$ cat src/rtl/mii_fcs_strip.sv
// Delay line that holds back the trailing FCS bytes of the payload stream; a byte is
// released only once DEPTH newer bytes have arrived behind it.
module mii_fcs_strip #(
    parameter int unsigned DEPTH    = 4,
    parameter logic [7:0]  FCS_CODE = 8'h04
) (
    input  logic       clk,
    input  logic       i_rst,
    input  logic       i_flush,
    input  logic       i_push,
    input  logic [7:0] i_data,
    output logic [7:0] o_data,
    output logic       o_valid,
    output logic       o_all_fcs
);

    localparam int unsigned FillW = $clog2(DEPTH + 1);

    logic [DEPTH-1:0][7:0] line_q, line_d;
    logic [FillW-1:0]      fill_q, fill_d;
    logic [7:0]            data_q, data_d;
    logic                  valid_q, valid_d;
    logic                  full;

    assign full = (fill_q == FillW'(DEPTH));

    always_comb begin
        line_d  = line_q;
        fill_d  = fill_q;
        data_d  = data_q;
        valid_d = 1'b0;
        if (i_flush) begin
            line_d = '0;
            fill_d = '0;
        end else if (i_push) begin
            line_d[0] = i_data;
            for (int i = 1; i < DEPTH; i++) begin
                line_d[i] = line_q[i-1];
            end
            if (full) begin
                data_d  = line_q[DEPTH-1];
                valid_d = 1'b1;
            end else begin
                fill_d = fill_q + 1'b1;
            end
        end
    end

    // Only meaningful once the line holds a full FCS worth of bytes.
    always_comb begin
        o_all_fcs = full;
        for (int i = 0; i < DEPTH; i++) begin
            if (line_q[i] != FCS_CODE) begin
                o_all_fcs = 1'b0;
            end
        end
    end

    always_ff @(posedge clk) begin
        if (i_rst) begin
            line_q  <= '0;
            fill_q  <= '0;
            data_q  <= '0;
            valid_q <= 1'b0;
        end else begin
            line_q  <= line_d;
            fill_q  <= fill_d;
            data_q  <= data_d;
            valid_q <= valid_d;
        end
    end

    assign o_data  = data_q;
    assign o_valid = valid_q;

endmodule

$ cat config.mk
export PLATFORM = sky130hd
export DESIGN_NAME = mii_fcs_strip
export DESIGN_NICKNAME = d
export VERILOG_FILES = /design/src/rtl/mii_fcs_strip.sv
export SDC_FILE = /design/constraint.sdc
export NUM_CORES = 1
export LEC_CHECK = 0
export BUFFER_PORTS_ARGS = -buffer_cell sky130_fd_sc_hd__buf_2
export CAP_MARGIN = 10
export CORE_MARGIN = 5
export CORE_UTILIZATION = 35
export DETAILED_ROUTE_END_ITERATION = 10
export PLACE_DENSITY = 0.54
export SETUP_SLACK_MARGIN = 0.2
export SLEW_MARGIN = 0
export SYNTH_ARGS = -nofsm -noshare
export SYNTH_HDL_FRONTEND = slang
export SYNTH_SLANG_ARGS = --single-unit
$ cat constraint.sdc
create_clock -name clk -period 1.95 [get_ports clk]
set_input_delay 0.0975 -clock clk [delete_from_list [all_inputs] [get_ports clk]]
set_output_delay 0.0975 -clock clk [all_outputs]
set_load 0.1 [all_outputs]
* Word-level counts from Yosys, hierarchy flattened
Index checks and enable logic that the tools add are counted.
Cells by class: add/sub/neg operators 1, equal/unequal tests 5, multiplexer cells 5, bitwise operators 3, reductions and logical operators 4
Operators by type and width (number):
- 8-bit by 3-bit != test with 1-bit output (second input constant) | 4
- 1-bit two-way mux | 5
- 3-bit by 1-bit adder with 3-bit output (second input constant) | 1
- 3-bit == test (second input constant) | 1
- 1-bit inverter | 3
- 3-bit AND reduction | 1
- 3-bit OR reduction | 1
- 2-bit AND reduction | 1
- 2-bit OR reduction | 1
Word-level totals: flip-flop bits (word level) 44, input bits 12, output and inout bits 10, logic and storage cells 25

* Logic depth before layout (Yosys ltp)
depth after elaboration 5, depth in mapped cells 6, depth with buffers taken out 5

* Worst setup path after synthesis
OpenSTA, ideal clock, no wires.
path kind register -> output, from reg line_q[8] (netlist name), to out o_all_fcs, arrival time 2.778 ns, required time 1.852 ns, setup slack -0.926 ns, cell stages (with the launch flop) 4, buffers on the path 0, cells stage by stage dfxtp_1 -> nor4b_1 -> nand4_1 -> nor3_1
On the way: cells in the longest elaborated chain, start to end 4
RTL lines:
- start, declared | line 19 | logic [DEPTH-1:0][7:0] line_q, line_d;
- start signal, assigned | line 66 | line_q <= line_d;
- 8-bit by 3-bit != test with 1-bit output | line 53 | if (line_q[i] != FCS_CODE) begin
- 1-bit two-way mux (3 in a row) | line 53
- end, declared | line 14 | output logic o_all_fcs
No other way between the ends.

* Worst setup path in the final report
from reg line_q[0] (netlist name), to out o_all_fcs
On the way: cells in the longest elaborated chain, start to end 5
RTL lines (line):
- 8-bit by 3-bit != test with 1-bit output | 53
- 1-bit two-way mux (4 in a row) | 53
No other way between the ends.

==> run summary <==
The flow ran to the end, and the final reports show no timing, DRC or antenna violations. Of the total synthesized cell area, the portion taken by XOR and XNOR cells is 0.506%. The number of I/O port buffers came out at 21.

The first global-routing pass estimated 5380 um of wire. In this run the clock root is driven by a clkbuf_8. Setup repair after global routing left no endpoint under its margin.

The fraction of the core area covered by cells at the end of the flow was 43.1%; the detailed-route wire length per cell was 12.4 um. Clock share of power: 42.5%. The mux share of post-synthesis cell area is 19.1%, and the horizontal extent of the die is 80.3 um. For the remaining global-route overflow, the log shows 0. The final period utilization was 85.5%. Buffers inserted to repair hold after CTS numbered 0. Net switching is 20.0% of the power. The final max-slew violation count is 0, and the clock sink count is 44. The largest driver fanout on the critical path came out at 3. The run gives 50.9% as the portion of the post-synthesis area used by sequential elements. The first detailed-routing pass took 4 iterations.

The final design area excluding fillers was 2050 um2. Summing the areas of all compound-gate instances in the mapped netlist gives 3.03% of the synthesized area. The H-tree generated during clock tree synthesis spans 2 levels.

The analysis attributes to net switching a power of 0.351 mW. Synthesis instantiated 21 different standard cells from the library. The tools report the instance area at placement as 1870 um2. The insertion delay to the later sink of the worst-skew pair is 290 ps, and the final standard cell count with taps included and fillers excluded is 259. For this configuration, the core starts out at a cell density of 36.4%. Of all cell types, the one taking the most synthesized area is dfxtp_1. In the routed design, unresolved DRC markers number 0.

The cell internal power dissipation came out at 1.40 mW. The synthesized netlist devotes 1.45% of its cell area to adder and majority cells. The layout overhead on the synthesized area came out at 18.2%.

The mean instance size in the synthesized netlist was 10.2 um2; the clock-pin slew on the worst setup and hold paths was 70 ps. Total clock buffers created by CTS: 5. The capturing element type of the critical path was an output pin. The post-route clock skew is 7.47 ps, and the area of the core is 4750 um2. The first routing iteration left 90 violations.

The number of global-route vias before repair is 1,184. After synthesis, the largest family of logic cells by area is simple AND/OR/NAND/NOR gates. Combinational logic is responsible for 5.2% of the overall power. Setup violations remaining at the end of the flow were counted as 0. At the end of routability-driven placement, the weighted congestion stood at 0.707. For the clock tree buffer depth, the log shows 2. For this run, the post-layout net count is 205. Per report_power, the sequential group accounts for 52.3% of the total. Measured along the y axis, the die boundary spans 80.3 um. The library cells used most frequently in the layout, excluding fill and tap cells, are dfxtp_1 (44), mux2i_1 (33), nor2_1 (24). Hold is met by 44.7 ps.

Type of the worst setup path: flop to output pin. Summed over all cells, the static leakage comes to 0.847 nW. The routed design has 3200 um of wire.

Net count after synthesis: 184. The synthesized netlist devotes 19.7% of its cell area to simple gates. The library cell used most frequently in the layout, excluding fill and tap cells, is dfxtp_1.

The fraction of layout cells with a size suffix above 1 works out to 26.0%. The tightest min-delay check is of the input port to flop type. Across the run, the number of max-cap violations was 0. The remaining antenna violation count was 0; the number of antenna cells inserted was 0. Worst-case headroom to the max-slew limit: 67.2%. Timing would allow up to 600 MHz. By area the synthesized netlist is led by dfxtp_1 (51%), mux2i_1 (19%), nor2_1 (5.2%), nor2_2 (4.0%), nand2_1 (3.5%).

At the pin with the least slew margin, the transition time is 492 ps. Post-synthesis register bit count: 44. IR analysis of the VDD net gives a maximum drop of 0.000371 V. The run gives 0 as the initial antenna violation count.

The worst setup path is launched from a flop. The run gives 1850 ps as the required time at the endpoint of the critical path. TritonCTS built the clock tree. Total track usage: 10.8%. Dividing total power by cell area gives a power density of 855 nW/um2. For the worst setup path, the data arrival time is 1570 ps. The number of endpoints with negative hold slack in the final report was 0. The count of standard-cell rows is 25. The post-synth design cell area is 1730 um2, and the total of warnings raised by yosys is 0. The run gives 22 as the number of I/O pins. The routed design could run at a clock period as short as 1670 ps. Summed over its instances, the top area cell type makes up 50.9% of the synthesized netlist area. After legalization and detailed placement, the total HPWL measured 2400 um. The run gives 170 as the gate count after technology mapping.

Entering global routing, the biggest net connects 31 pins. The detail-routed via count per cell is 4.66. The worst setup path startpoint is line_q[0].

Summing over every cut layer, the via total after detailed routing is 1,207. For the number of placed instances with taps included, the log shows 251. Beginning of the worst register-to-register path: fill_q[0]. The floorplan step defined a die boundary enclosing 6450 um2. In this run the post-CTS setup repair buffer count came out at 0.

The worst hold path begins at i_data[0]. In the final timing run, aggregate negative setup slack is 0 ps.
## metrics by stage
stage	setup WS (ps)	total power, mW
5_1_grt	201	1.83
4_1_cts	204	1.77
2_1_floorplan	269	1.01
3_3_place_gp	380	1.02
3_5_place_dp	353	1.03
6_report	282	1.75
## cell usage after synthesis
master    number
nor2_2        11
ha_1           2
buf_4          2
nand2_1       16
a21boi_1       1
nor3_1         2
or2_1          1
nor4b_1        4
xnor2_1        1
nor2_1        24
inv_1          2
buf_6          5
nor4_1         4
buf_2          3
nand3_1        2
and4b_1        2
nand4b_1       1
dfxtp_1       44
nand4_1        1
a21oi_1        9
mux2i_1       33
## worst max-delay path, cell delays in order, from the launching register on
cell	delay (ps)
dfxtp_1	340
nor4_2	290
nand3_1	190
nor3_4	270
buf_12	200
## area by class of cell
type                       instances  area [um2]
clock buffer                       7        96.3
clock inverter                     1        30.0
fill                             486        2710
inverter                           2        7.51
multi-input combinational        114         806
sequential                        44         881
tap                               67        83.8
timing repair buffer              24         143
## flip-flops by register name, summed over array words and instances (netlist names)
register  flops
o_data        8
fill_q        3
line_q       32
o_valid       1
## kinds of logic (layout without fill, tap and decap cells)
kind of cell | count (synthesis) | count (layout)
buf+inv | 12 | 34
mux | 33 | 33
flops | 44 | 44
simple gates | 68 | 68
fa+ha+maj | 2 | 2
xor+xnor | 1 | 1
compound gates | 10 | 10
## power by group through the flow
stage | clock network, mW | logic (mW) | registers (mW)
5_1_grt | 0.811 | 0.0996 | 0.916
4_1_cts | 0.766 | 0.0913 | 0.914
2_1_floorplan | 0 | 0.0790 | 0.932
6_report | 0.744 | 0.0917 | 0.914
3_5_place_dp | 0 | 0.0910 | 0.935
3_3_place_gp | 0 | 0.0888 | 0.935
## worst paths after layout
path,endpoint,slack (ps),cells past startpoint
max,o_all_fcs,280,4
min,line_q[0],40,3
max reg2reg,fill_q[1],580,5
min reg2reg,o_data[4],450,2
## metal layers
layer / GRT usage, % / up-vias / share of wire (%)
li1: - / 620 / -
met1: 13.4 / 554 / 48
met2: 17.0 / 26 / 45
met3: 3.25 / 7 / 5.6
met4: 5.07 / 0 / 1.6
met5: 0 / - / 0
## what timing repair did
item                                    CTS  global route
endpoints found under the setup margin    1             1
gates resized for setup                   3             7
pin swaps                                 0             3
cloned                                    0             0
Power figures use the tool's default switching activity.
